==> src/rtl/text_vram_arbiter.sv <==
// text_vram_arbiter: shares one single-port text VRAM between a fixed-latency display fetch and a FIFO-buffered host write port.
// Optional macro TEXT_VRAM_BLANK_WR_EN restricts host write draining to blanking intervals.
`default_nettype none

module text_vram_arbiter #(
  parameter int ADDR_W     = 12,
  parameter int DATA_W     = 16,
  parameter int CELLS      = 2400,
  parameter int FIFO_DEPTH = 4
) (
  input  logic                            pixel_clk,
  input  logic                            reset,
  input  logic                            en,
  input  logic                            blank,
  input  logic                            disp_req,
  input  logic [ADDR_W-1:0]               disp_addr,
  output logic                            disp_rvalid,
  output logic [DATA_W-1:0]               disp_rdata,
  input  logic                            host_valid,
  output logic                            host_ready,
  input  logic [ADDR_W-1:0]               host_addr,
  input  logic [DATA_W-1:0]               host_wdata,
  output logic                            host_drop,
  output logic [$clog2(FIFO_DEPTH):0]     fifo_level,
  output logic [ADDR_W-1:0]               ram_addr,
  output logic                            ram_we,
  output logic [DATA_W-1:0]               ram_wdata,
  input  logic [DATA_W-1:0]               ram_rdata
);

  localparam int PTR_W = $clog2(FIFO_DEPTH);
  localparam int LVL_W = PTR_W + 1;

  logic [ADDR_W-1:0] fifo_addr [FIFO_DEPTH];
  logic [DATA_W-1:0] fifo_data [FIFO_DEPTH];
  logic [PTR_W-1:0]  wr_ptr;
  logic [PTR_W-1:0]  rd_ptr;
  logic [LVL_W-1:0]  level;
  logic              rd_s1;
  logic              rd_s2;

  logic full;
  logic empty;
  logic accept;
  logic in_range;
  logic do_push;
  logic do_pop;
  logic do_read;
  logic drain_gate;

`ifdef TEXT_VRAM_BLANK_WR_EN
  assign drain_gate = blank;
`else
  // Gate permanently open; blank is OR-ed in only so the port is not left dangling.
  assign drain_gate = blank | 1'b1;
`endif

  // Readiness reflects registered occupancy only, so a pop in the same cycle never frees a slot early.
  assign full       = (level == LVL_W'(FIFO_DEPTH));
  assign empty      = (level == '0);
  assign host_ready = !reset && !full;
  assign accept     = host_valid && host_ready;
  assign in_range   = (32'(host_addr) < CELLS);
  assign do_push    = accept && in_range;
  assign do_read    = en && disp_req;
  assign do_pop     = en && !disp_req && !empty && drain_gate;
  assign fifo_level = level;

  always_ff @(posedge pixel_clk) begin
    if (reset) begin
      wr_ptr      <= '0;
      rd_ptr      <= '0;
      level       <= '0;
      ram_addr    <= '0;
      ram_we      <= 1'b0;
      ram_wdata   <= '0;
      rd_s1       <= 1'b0;
      rd_s2       <= 1'b0;
      disp_rvalid <= 1'b0;
      disp_rdata  <= '0;
      host_drop   <= 1'b0;
    end else begin
      ram_we <= do_pop;
      if (do_read) begin
        ram_addr <= disp_addr;
      end else if (do_pop) begin
        ram_addr  <= fifo_addr[rd_ptr];
        ram_wdata <= fifo_data[rd_ptr];
      end

      // Read pipeline advances even with en=0 so in-flight fetches always complete.
      rd_s1       <= do_read;
      rd_s2       <= rd_s1;
      disp_rvalid <= rd_s2;
      if (rd_s2) disp_rdata <= ram_rdata;

      host_drop <= accept && !in_range;

      if (do_push) wr_ptr <= wr_ptr + PTR_W'(1);
      if (do_pop)  rd_ptr <= rd_ptr + PTR_W'(1);
      level <= level + LVL_W'(do_push) - LVL_W'(do_pop);
    end
  end

  always_ff @(posedge pixel_clk) begin
    if (do_push) begin
      fifo_addr[wr_ptr] <= host_addr;
      fifo_data[wr_ptr] <= host_wdata;
    end
  end

endmodule

`default_nettype wire

==> config.mk <==
export PLATFORM = sky130hd
export DESIGN_NAME = text_vram_arbiter
export DESIGN_NICKNAME = d
export VERILOG_FILES = /design/src/rtl/text_vram_arbiter.sv
export SDC_FILE = /design/constraint.sdc
export NUM_CORES = 1
export LEC_CHECK = 0
export CAP_MARGIN = 20
export CORE_MARGIN = 1.5
export CORE_UTILIZATION = 50
export DETAILED_ROUTE_END_ITERATION = 8
export DONT_BUFFER_PORTS = 1
export PLACE_DENSITY_LB_ADDON = 0.15
export SETUP_SLACK_MARGIN = 0.05
export SLEW_MARGIN = 20
export SYNTH_ARGS = -nofsm -noshare
export SYNTH_HDL_FRONTEND = slang
export SYNTH_SLANG_ARGS = --single-unit
==> constraint.sdc <==
create_clock -name pixel_clk -period 5 [get_ports pixel_clk]
set_input_delay 1 -clock pixel_clk [delete_from_list [all_inputs] [get_ports pixel_clk]]
set_output_delay 1 -clock pixel_clk [all_outputs]
set_load 0.01 [all_outputs]
==> reports/metrics.cfg, run 1 <==
[status]
status=finished clean

[detailed_routing]
routed_wirelength_um=11620
postRouteAntennaNets=0
dr_total_vias=3167
viasPerCell=5.546
drc=0
wl_per_cell_um=20.35
first_pass_iters=4
drt-initial-drc-count=146

[logic_synthesis]
synth_edf_count=112
yosysMostFrequentCell=edfxtp_1
yosysSeqAreaShare_pct=71.25
syn_avg_cell_area_um2=16.41
synth_top_cell_by_area=edfxtp_1
syn_area_um2=6350
synth_ff_type=edfxtp_1
synth_area_leaders=edfxtp_1, dfxtp_1, mux4_2, mux2i_1, a221oi_2
synth_cell_types=38
synth.top_cells.by_count=edfxtp_1, dfxtp_1, nor2_1, nand2_1, mux4_2
ys_ff_latch=170
synth_fp_nets=456
synth-async-reset-ratio_pct=0
ys_warn_count=0
syn_inst=387
yosysTopAreaCellShare_pct=52.97

[timing]
setup_viol=0
fin_crit_ns=2.950
grt_setup_unrepaired=no
fin_skew_ns=0.007164
relSlewSlack_pct=37.63
finalHoldViolCount=0
tightest_slew_ns=0.9343
tns_ns=0
clock.fmax_mhz=339.0
fin_crit_sh_pct=58.99
maxSlewViolCount=0

[floorplan]
core_area_um2=12210
dieWidth_um=115.7
die_h_um=115.7
std_cell_rows=40
die_area_um2=13380
io_pins=113
floorplan.initialDensity_pct=52.00

[power]
clkPwrFrac_pct=41.8
peakVddDrop_mv=0.2547
power_leakage_nw=2.330
switching_share_pct=22.37
p_switching_mw=0.7622
comb_power_share_pct=9.1
power_density_nw_per_um2=478.5
cell_internal_pwr_mw=2.645
pwr-share-seq_pct=49.1

[worst_setup_path]
worstPathArrival_ns=3.26
cp_max_fo=18
worstSetupPathType=reg2reg
required_ns=5.31
end_kind=register
cp-start-kind=register

[global_route]
overflow=0
antenna_found_initial=0
grt_max_degree=59
grt_pass1_vias=3217
grt_pass1_wl_um=17480
gr-usage-all-layers_pct=18.35

[cells_and_area]
design_area_um2=7121
insertedDiodeCount=0
syn_to_final_growth_pct=12.14
utilization_pct=58.31
drive_above_1_share_pct=18.61
final_nets=459

[placement]
post_dp_cell_area_um2=6467
routabilityCongestion=0.6807
port-buffer-count=0
post-dp-hpwl_um=7114

[clock_network]
clock_latency_ns=0.42
hold_buffers=0
cts_tree=yes
clk_pin_slew_ns=0.06
clock_path_buffers=2
cts_resized=0
postCtsSetupBuffers=0
cts.sinks=170
h-tree-depth=4
cts_buffers=17
root_buffer=clkbuf_16

[job]
cap_violations=0

[hold_path]
min-delay-path-class=reg2reg

## cells by family (layout without fill, tap and decap cells)
family	after synthesis	count (layout)	synth area share, %
flip-flops	170	170	71.25
AND/OR/NAND/NOR	98	98	6.778
multiplexers	44	44	12.57
AO/OA/AOI/OAI	36	36	4.887
buffers and inverters	28	44	2.463
adder cells (fa/ha/maj)	7	7	1.498
XOR/XNOR	4	4	0.5518
## state kept, by name (all words and copies together), names as in the netlist, named ones only
| register | cells |
|---|---|
| rd_ptr | 2 |
| rd_s1 | 1 |
| disp_rvalid | 1 |
| rd_s2 | 1 |
| ram_we | 1 |
| disp_rdata | 16 |
| ram_wdata | 16 |
| wr_ptr | 2 |
| fifo_level | 3 |
| fifo_data | 64 |
| ram_addr | 12 |
| host_drop | 1 |
| fifo_addr | 48 |
## power by group through the flow
stage	clock (mW)	sequential [mW]	combinational (mW)
floorplan	0	1.67	0.293
CTS	1.46	1.68	0.316
detailed placement	0	1.71	0.315
finish	1.42	1.67	0.309
global route	1.51	1.69	0.344
global placement	0	1.70	0.307
## through the flow
stage / hold WS [ns] / power, mW / setup WS [ns] / cells
2_1_floorplan: 0.4138 / 1.964 / 1.916 / 387
3_3_place_gp: 0.4209 / 2.010 / 1.654 / 539
3_5_place_dp: 0.4310 / 2.021 / 1.621 / 539
4_1_cts: 0.4477 / 3.449 / 1.979 / 571
5_1_grt: 0.4693 / 3.538 / 1.854 / 571
6_report: 0.4463 / 3.407 / 2.050 / 571
## layout by cell type (no fill, tap or decap), drive strengths merged, types with 3 or more instances in the layout
cell type / count
a221oi: 12
nor2: 37
nand2: 34
mux4: 28
bufinv: 5
nor3: 12
mux2i: 16
nor2b: 3
clkinv: 4
o21ai: 3
and3: 5
ha: 6
dfxtp: 58
edfxtp: 112
buf: 5
a21oi: 17
clkbuf: 21
inv: 7
## final timing paths
| check | startpoint | to | slack, ns | cells past startpoint |
|---|---|---|---|---|
| max | fifo_level[1] | fifo_level[2] | 2.05 | 11 |
| min | rd_s1 | rd_s2 | 0.45 | 1 |
| max reg2reg | fifo_level[1] | fifo_level[2] | 2.05 | 11 |
| min reg2reg | rd_s1 | rd_s2 | 0.45 | 1 |
## worst max-delay path, stage by stage (launching register included)
cell,delay [ns]
dfxtp_1,0.40
or3_4,0.46
nand3b_2,0.37
inv_2,0.29
ha_1,0.36
inv_1,0.06
ha_1,0.13
inv_1,0.05
fa_1,0.37
xor2_1,0.17
xnor2_1,0.13
nor2_1,0.05
## routing by layer
layer / up-vias / part of all wire, % / GRT usage [%]
li1: 1467 / - / -
met1: 1569 / 41 / 22.18
met2: 118 / 48 / 29.43
met3: 13 / 9.2 / 7.636
met4: 0 / 1.4 / 7.561
met5: - / 0 / 0
## final cells by class
cell class / instances / area (µm²)
repair buffers: 5 / 37.54
inverters: 7 / 26.28
clock buffers: 21 / 460.4
multi-input cells: 189 / 1669
well taps: 168 / 210.2
fillers: 998 / 5091
flip-flops and latches: 170 / 4524
clock inverters: 11 / 192.7
Power figures use the tool's default switching activity.
==> inputs of run 2 (changes only) <==
==> constraint.sdc (replaced) <==
create_clock -name pixel_clk -period 2.9 [get_ports pixel_clk]
set_input_delay 0.58 -clock pixel_clk [delete_from_list [all_inputs] [get_ports pixel_clk]]
set_output_delay 0.58 -clock pixel_clk [all_outputs]
set_load 0.01 [all_outputs]
==> reports/metrics.cfg, run 2 (synthesized netlist as in run 1, its figures left out) <==
[clock_network]
cts.sinks=170  ; unchanged
postCtsSetupBuffers=0  ; unchanged
clock_path_buffers=2  ; unchanged
cts_resized=0  ; unchanged
cts_tree=yes
hold_buffers=0  ; unchanged
h-tree-depth=4  ; unchanged
clk_pin_slew_ns=0.06  ; about the same
cts_buffers=17  ; unchanged
root_buffer=clkbuf_16
clock_latency_ns=0.42  ; about the same

[global_route]
grt_pass1_wl_um=17680  ; +1.2%
grt_max_degree=59  ; unchanged
grt_pass1_vias=3241  ; +0.75%
overflow=0  ; unchanged
gr-usage-all-layers_pct=18.54  ; +0.19 points
antenna_found_initial=0  ; unchanged

[cells_and_area]
drive_above_1_share_pct=18.40  ; -0.21 points
largest_register_ff_count=64  ; unchanged
regMostFlops=fifo_data
most-common-layout-cells=edfxtp_1, dfxtp_1, nor2_1
insertedDiodeCount=0  ; unchanged
final_nets=469  ; +2.2%
top_regs=fifo_data: 64 flops, fifo_addr: 48 flops
num-fill-cells=968  ; -3.0%
syn_to_final_growth_pct=11.49
layout_commonest_cell=edfxtp_1

[floorplan]
core_area_um2=12210  ; unchanged
die_area_um2=13380  ; unchanged
floorplan.initialDensity_pct=52.00  ; unchanged
io_pins=113  ; unchanged
dieWidth_um=115.7  ; unchanged
std_cell_rows=40  ; unchanged
die_h_um=115.7  ; unchanged

[worst_setup_path]
cp-start-kind=register
cp_slowest_stage_delay_ns=0.45  ; about the same
required_ns=3.21  ; -2.10 ns
critPathSlowestCell=dfxtp_1
crit_family=adder cells
end_kind=register
crit_top_cell=inv_1
cp_max_fo=4  ; -14
critPathLaunch=fifo_level[0]
worstPathArrival_ns=2.81  ; -0.45 ns
reg2reg_from=fifo_level[0]
cp_num_buf_inv=3  ; unchanged
worstSetupPathType=reg2reg
path_cells=nor2_1 -> a211oi_1 -> and2_1 -> inv_1 -> ha_1 -> inv_1 -> ha_1 -> inv_1 -> fa_1 -> xor2_1 -> xnor2_1 -> nor2_1

[placement]
routabilityCongestion=0.6803  ; about the same
port-buffer-count=0  ; unchanged
post-dp-hpwl_um=7275  ; +2.3%

[timing]
fin_crit_sh_pct=86.24  ; +27 points
grt_setup_unrepaired=no
tightest_slew_ns=0.9177  ; -0.01665 ns
maxSlewViolCount=0  ; unchanged
hold_slack_ns=0.2282  ; -0.2181 ns
setup_viol=0  ; unchanged
finalHoldViolCount=0  ; unchanged
clock.fmax_mhz=399.8  ; +18%
fin_skew_ns=0.005441  ; -0.001723 ns
tns_ns=0  ; unchanged
fin_crit_ns=2.501  ; -0.4487 ns
relSlewSlack_pct=38.74  ; +1.1 points

[job]
cap_violations=0  ; unchanged

[hold_path]
hp-start=reset
min-delay-path-class=in2reg

[power]
peakVddDrop_mv=0.4635  ; +82%
power_density_nw_per_um2=778.9  ; +63%
power_leakage_nw=2.327  ; -0.10%

[detailed_routing]
drc=0  ; unchanged
postRouteAntennaNets=0  ; unchanged
drt-initial-drc-count=186  ; +27%
wl_per_cell_um=19.79  ; -2.7%
first_pass_iters=4  ; unchanged
viasPerCell=5.527  ; -0.36%
dr_total_vias=3211  ; +1.4%
routed_wirelength_um=11500  ; -1.0%

[status]
status=finished clean

run 2: layer usage:
metal / GRT usage (%) / vias up / routed length, µm
met5: 0 / - / 0
met4: 7.967 / 0 / 166
met3: 8.630 / 15 / 1042
met2: 27.06 / 113 / 5223
met1: 24.07 / 1599 / 5066
li1: - / 1484 / -
run 2: power by group:
| part | internal [mW] | total, mW | switching, mW |
|---|---|---|---|
| logic | 0.279 | 0.583 | 0.304 |
| clock network | 1.26 | 2.07 | 0.806 |
| registers | 2.73 | 2.86 | 0.133 |
run 2: per-stage QoR:
| stage | std cells | power (mW) | utilization (%) | setup WS [ns] | instance area (µm²) |
|---|---|---|---|---|---|
| 2_1_floorplan | 387 | 3.387 | - | 0.2363 | 6350 |
| 5_1_grt | 581 | 5.768 | 57.97 | 0.1865 | 7079 |
| 3_5_place_dp | 549 | 3.510 | 53.58 | 0.1509 | 6543 |
| 3_3_place_gp | 549 | 3.491 | 53.58 | 0.1970 | 6543 |
| 4_1_cts | 581 | 5.586 | 57.97 | 0.3759 | 7079 |
| 6_report | 581 | 5.514 | 57.97 | 0.3991 | 7079 |
run 2: final timing paths:
check             endpoint  slack (ns)  cells past startpoint
max          fifo_level[2]        0.40                     12
min                  rd_s2        0.23                      1
max reg2reg  fifo_level[2]        0.40                     12
min reg2reg          rd_s2        0.44                      1
run 2: cell type report:
type	count	area, µm²	area share [%]
tap	168	210.2	2.969
multi-input combinational	189	1669	23.58
timing repair buffer	15	112.6	1.591
inverter	7	26.28	0.3712
sequential	170	4524	63.91
clock inverter	5	73.82	1.043
clock buffer	27	462.9	6.539
==> edit: new RTL, flow settings as in run 1 <==
The option `TEXT_VRAM_BLANK_WR_EN` is turned on by a define.
--- a/src/rtl/text_vram_arbiter.sv
+++ b/src/rtl/text_vram_arbiter.sv
@@ -1,6 +1,8 @@
 // text_vram_arbiter: shares one single-port text VRAM between a fixed-latency display fetch and a FIFO-buffered host write port.
 // Optional macro TEXT_VRAM_BLANK_WR_EN restricts host write draining to blanking intervals.
 `default_nettype none
+
+`define TEXT_VRAM_BLANK_WR_EN
 
 module text_vram_arbiter #(
   parameter int ADDR_W     = 12,
Function: changed (a bounded check fails within 4 cycles, from zero or initial values and one cycle with reset high).
==> edit against run 1 <==
  * Setup slack improved by 0.035 ns
  * Sequential share of layout area fell by 0.34 points
  * Clock skew is essentially flat
  * Critical path type is now primary input to register
  * Wire length fell by 2.1%
  * Final area up 0.54%
  * Sequential cell count is the same
  * Via count up 0.66%
  * Synthesized area up 1.0%
  * Largest power group unchanged
  * Total power shrank 8.7%
  * Cell count grew 3.0%
==> edit: results (changes against run 1) <==
| Metric | Value |
|---|---|
| Status | finished clean |
| Area contributors post-synth | edfxtp_1 52%, dfxtp_1 18%, mux4_2 9.8% |
| Rel. slew slack | 0.389 (+0.0132) |
| Post-synthesis sequential area ratio | 0.705 (-0.00736) |
| HP Start | rd_s1 |
| Seq group | 1.60 mW (-4%) |
| Asr flop ratio synth | 0 (unchanged) |
| Leakage | 2.34 nW (+0.58%) |
| Comb pwr share | 0.053 (-0.038) |
| Reg2reg start | fifo_level[1] |
| CP max-delay cell | o21ai_1 |
| Vias in the first global route | 3191 (-0.81%) |
| Post-Synthesis Cells | 402 (+3.9%) |
| First-pass GRT wire length | 17200 µm (-1.7%) |
| Antenna diodes | 0 (unchanged) |
| Post_cts resized | 0 (unchanged) |
| H-Tree Depth | 4 (unchanged) |
| Initial antenna violation count | 0 (unchanged) |
| Met2 usage | 0.299 (+0.00454) |
| Root Buffer | clkbuf_16 |
| Non-filler cells, final | 588 (+3.0%) |
| Synth Warn # | 0 (unchanged) |
| Yosys cell types | 31 (-18%) |
| Share of layout cells above drive strength 1 | 0.192 (+0.00620) |
| DR vias | 3188 (+0.66%) |
| DRT Pass-1 Iters | 4 (unchanged) |
| Routed WL | 11400 µm (-2.1%) |
| Critical R2R Capture | fifo_level[2] |
| Power Dens Cells | 435 nW/µm² (-9.2%) |
| Setup Buffers After CTS | 0 (unchanged) |
| R2R depth | 10 (-1) |
| Max clock buf depth | 2 (unchanged) |
| Main synth FF type | edfxtp_1 |
| WHS | 0.442 ns (-0.00472 ns) |
| GRT Overall Usage | 0.178 (-0.00601) |
| Final HPWL DP | 7160 µm (+0.69%) |
| Commonest cells in the synthesized netlist | 112 x edfxtp_1, 58 x dfxtp_1, 46 x nand2_1 |
| Reg2Reg Setup Slack | 2.31 ns (+0.26 ns) |
| Hold path endpoint | rd_s2 |
| Placed instance area | 6530 µm² (+1.0%) |
| Met3 Track Usage GR | 0.0721 (-0.00423) |
| Met1 Usage GRT | 0.203 (-0.0187) |
| Largest net degree at the start of global routing | 60 (+1.7%) |
| Max FO, Critical Path | 8 (-10) |
| Placed insts | 556 (+3.2%) |
| Switching power | 0.649 mW (-15%) |
| Slowest stage delay, CP | 0.43 ns (-0.03 ns) |
| Arr. time, crit path | 3.23 ns (-0.03 ns) |
| Post-Syn Nets | 471 (+3.3%) |
| Maximum vdd drop | 254 µV (-0.19%) |
| RD Place Congestion | 0.695 (+2.0%) |
| 1st-iter DRT viols | 143 (-2.1%) |
| Largest delay share family, worst path | adder cells |
| Pre-CTS worst setup slack | 1.66 ns (+0.0391 ns) |
| Clock Skew | 0.00707 ns (-0.0000947 ns) |
| Top flop regs | fifo_data x64, fifo_addr x48 |
==> edit: cell count changes in the layout (fill, tap and decap cells not counted), sizes merged, moves of 2 or more <==
cell | before | now
a221oi | 12 | 0
a311oi | 0 | 12
bufinv | 5 | 2
clkinv | 4 | 7
clkinvlp | 2 | 0
inv | 7 | 9
nand2 | 34 | 46
nand3 | 2 | 14
nor3 | 12 | 0
xor2 | 2 | 0
==> edit: how the worst max path moves through the flow <==
| stage | startpoint | to | slack, ns | depth (start not counted) |
|---|---|---|---|---|
| 2_1_floorplan | host_addr[7] | fifo_level[2] | 1.90 | 11 |
| 3_3_place_gp | host_addr[7] | fifo_level[2] | 1.73 | 11 |
| 4_1_cts | host_addr[7] | fifo_level[2] | 2.10 | 11 |
| 6_report | host_addr[7] | fifo_level[2] | 2.09 | 11 |
| 3_5_place_dp | host_addr[7] | fifo_level[2] | 1.66 | 11 |
| 5_1_grt | host_addr[7] | fifo_level[2] | 1.93 | 11 |
==> edit: metal layers <==
metal | wire length, µm | vias to the layer above
met5 | 0 | -
met4 | 192 | 0
met3 | 863 | 18
met2 | 5580 | 92
met1 | 4750 | 1574
li1 | - | 1504
==> edit: cells by family (layout without fill, tap and decap cells) <==
logic type / count (synthesis) / after routing / share of synthesized area
XOR/XNOR: 3 / 3 / 0.00410
AO/OA/AOI/OAI: 38 / 38 / 0.0532
multiplexers: 44 / 44 / 0.123
flip-flops: 170 / 170 / 0.705
AND/OR/NAND/NOR: 109 / 109 / 0.0737
adder cells (fa/ha/maj): 7 / 7 / 0.0148
buffers and inverters: 31 / 45 / 0.0257
==> edit: area by class of cell <==
type,count,area (µm²)
well taps,172,215
clock inverters,10,108
multi-input cells,201,1730
flip-flops and latches,170,4520
inverters,8,30.0
fillers,984,5410
clock buffers,22,518
repair buffers,5,37.5
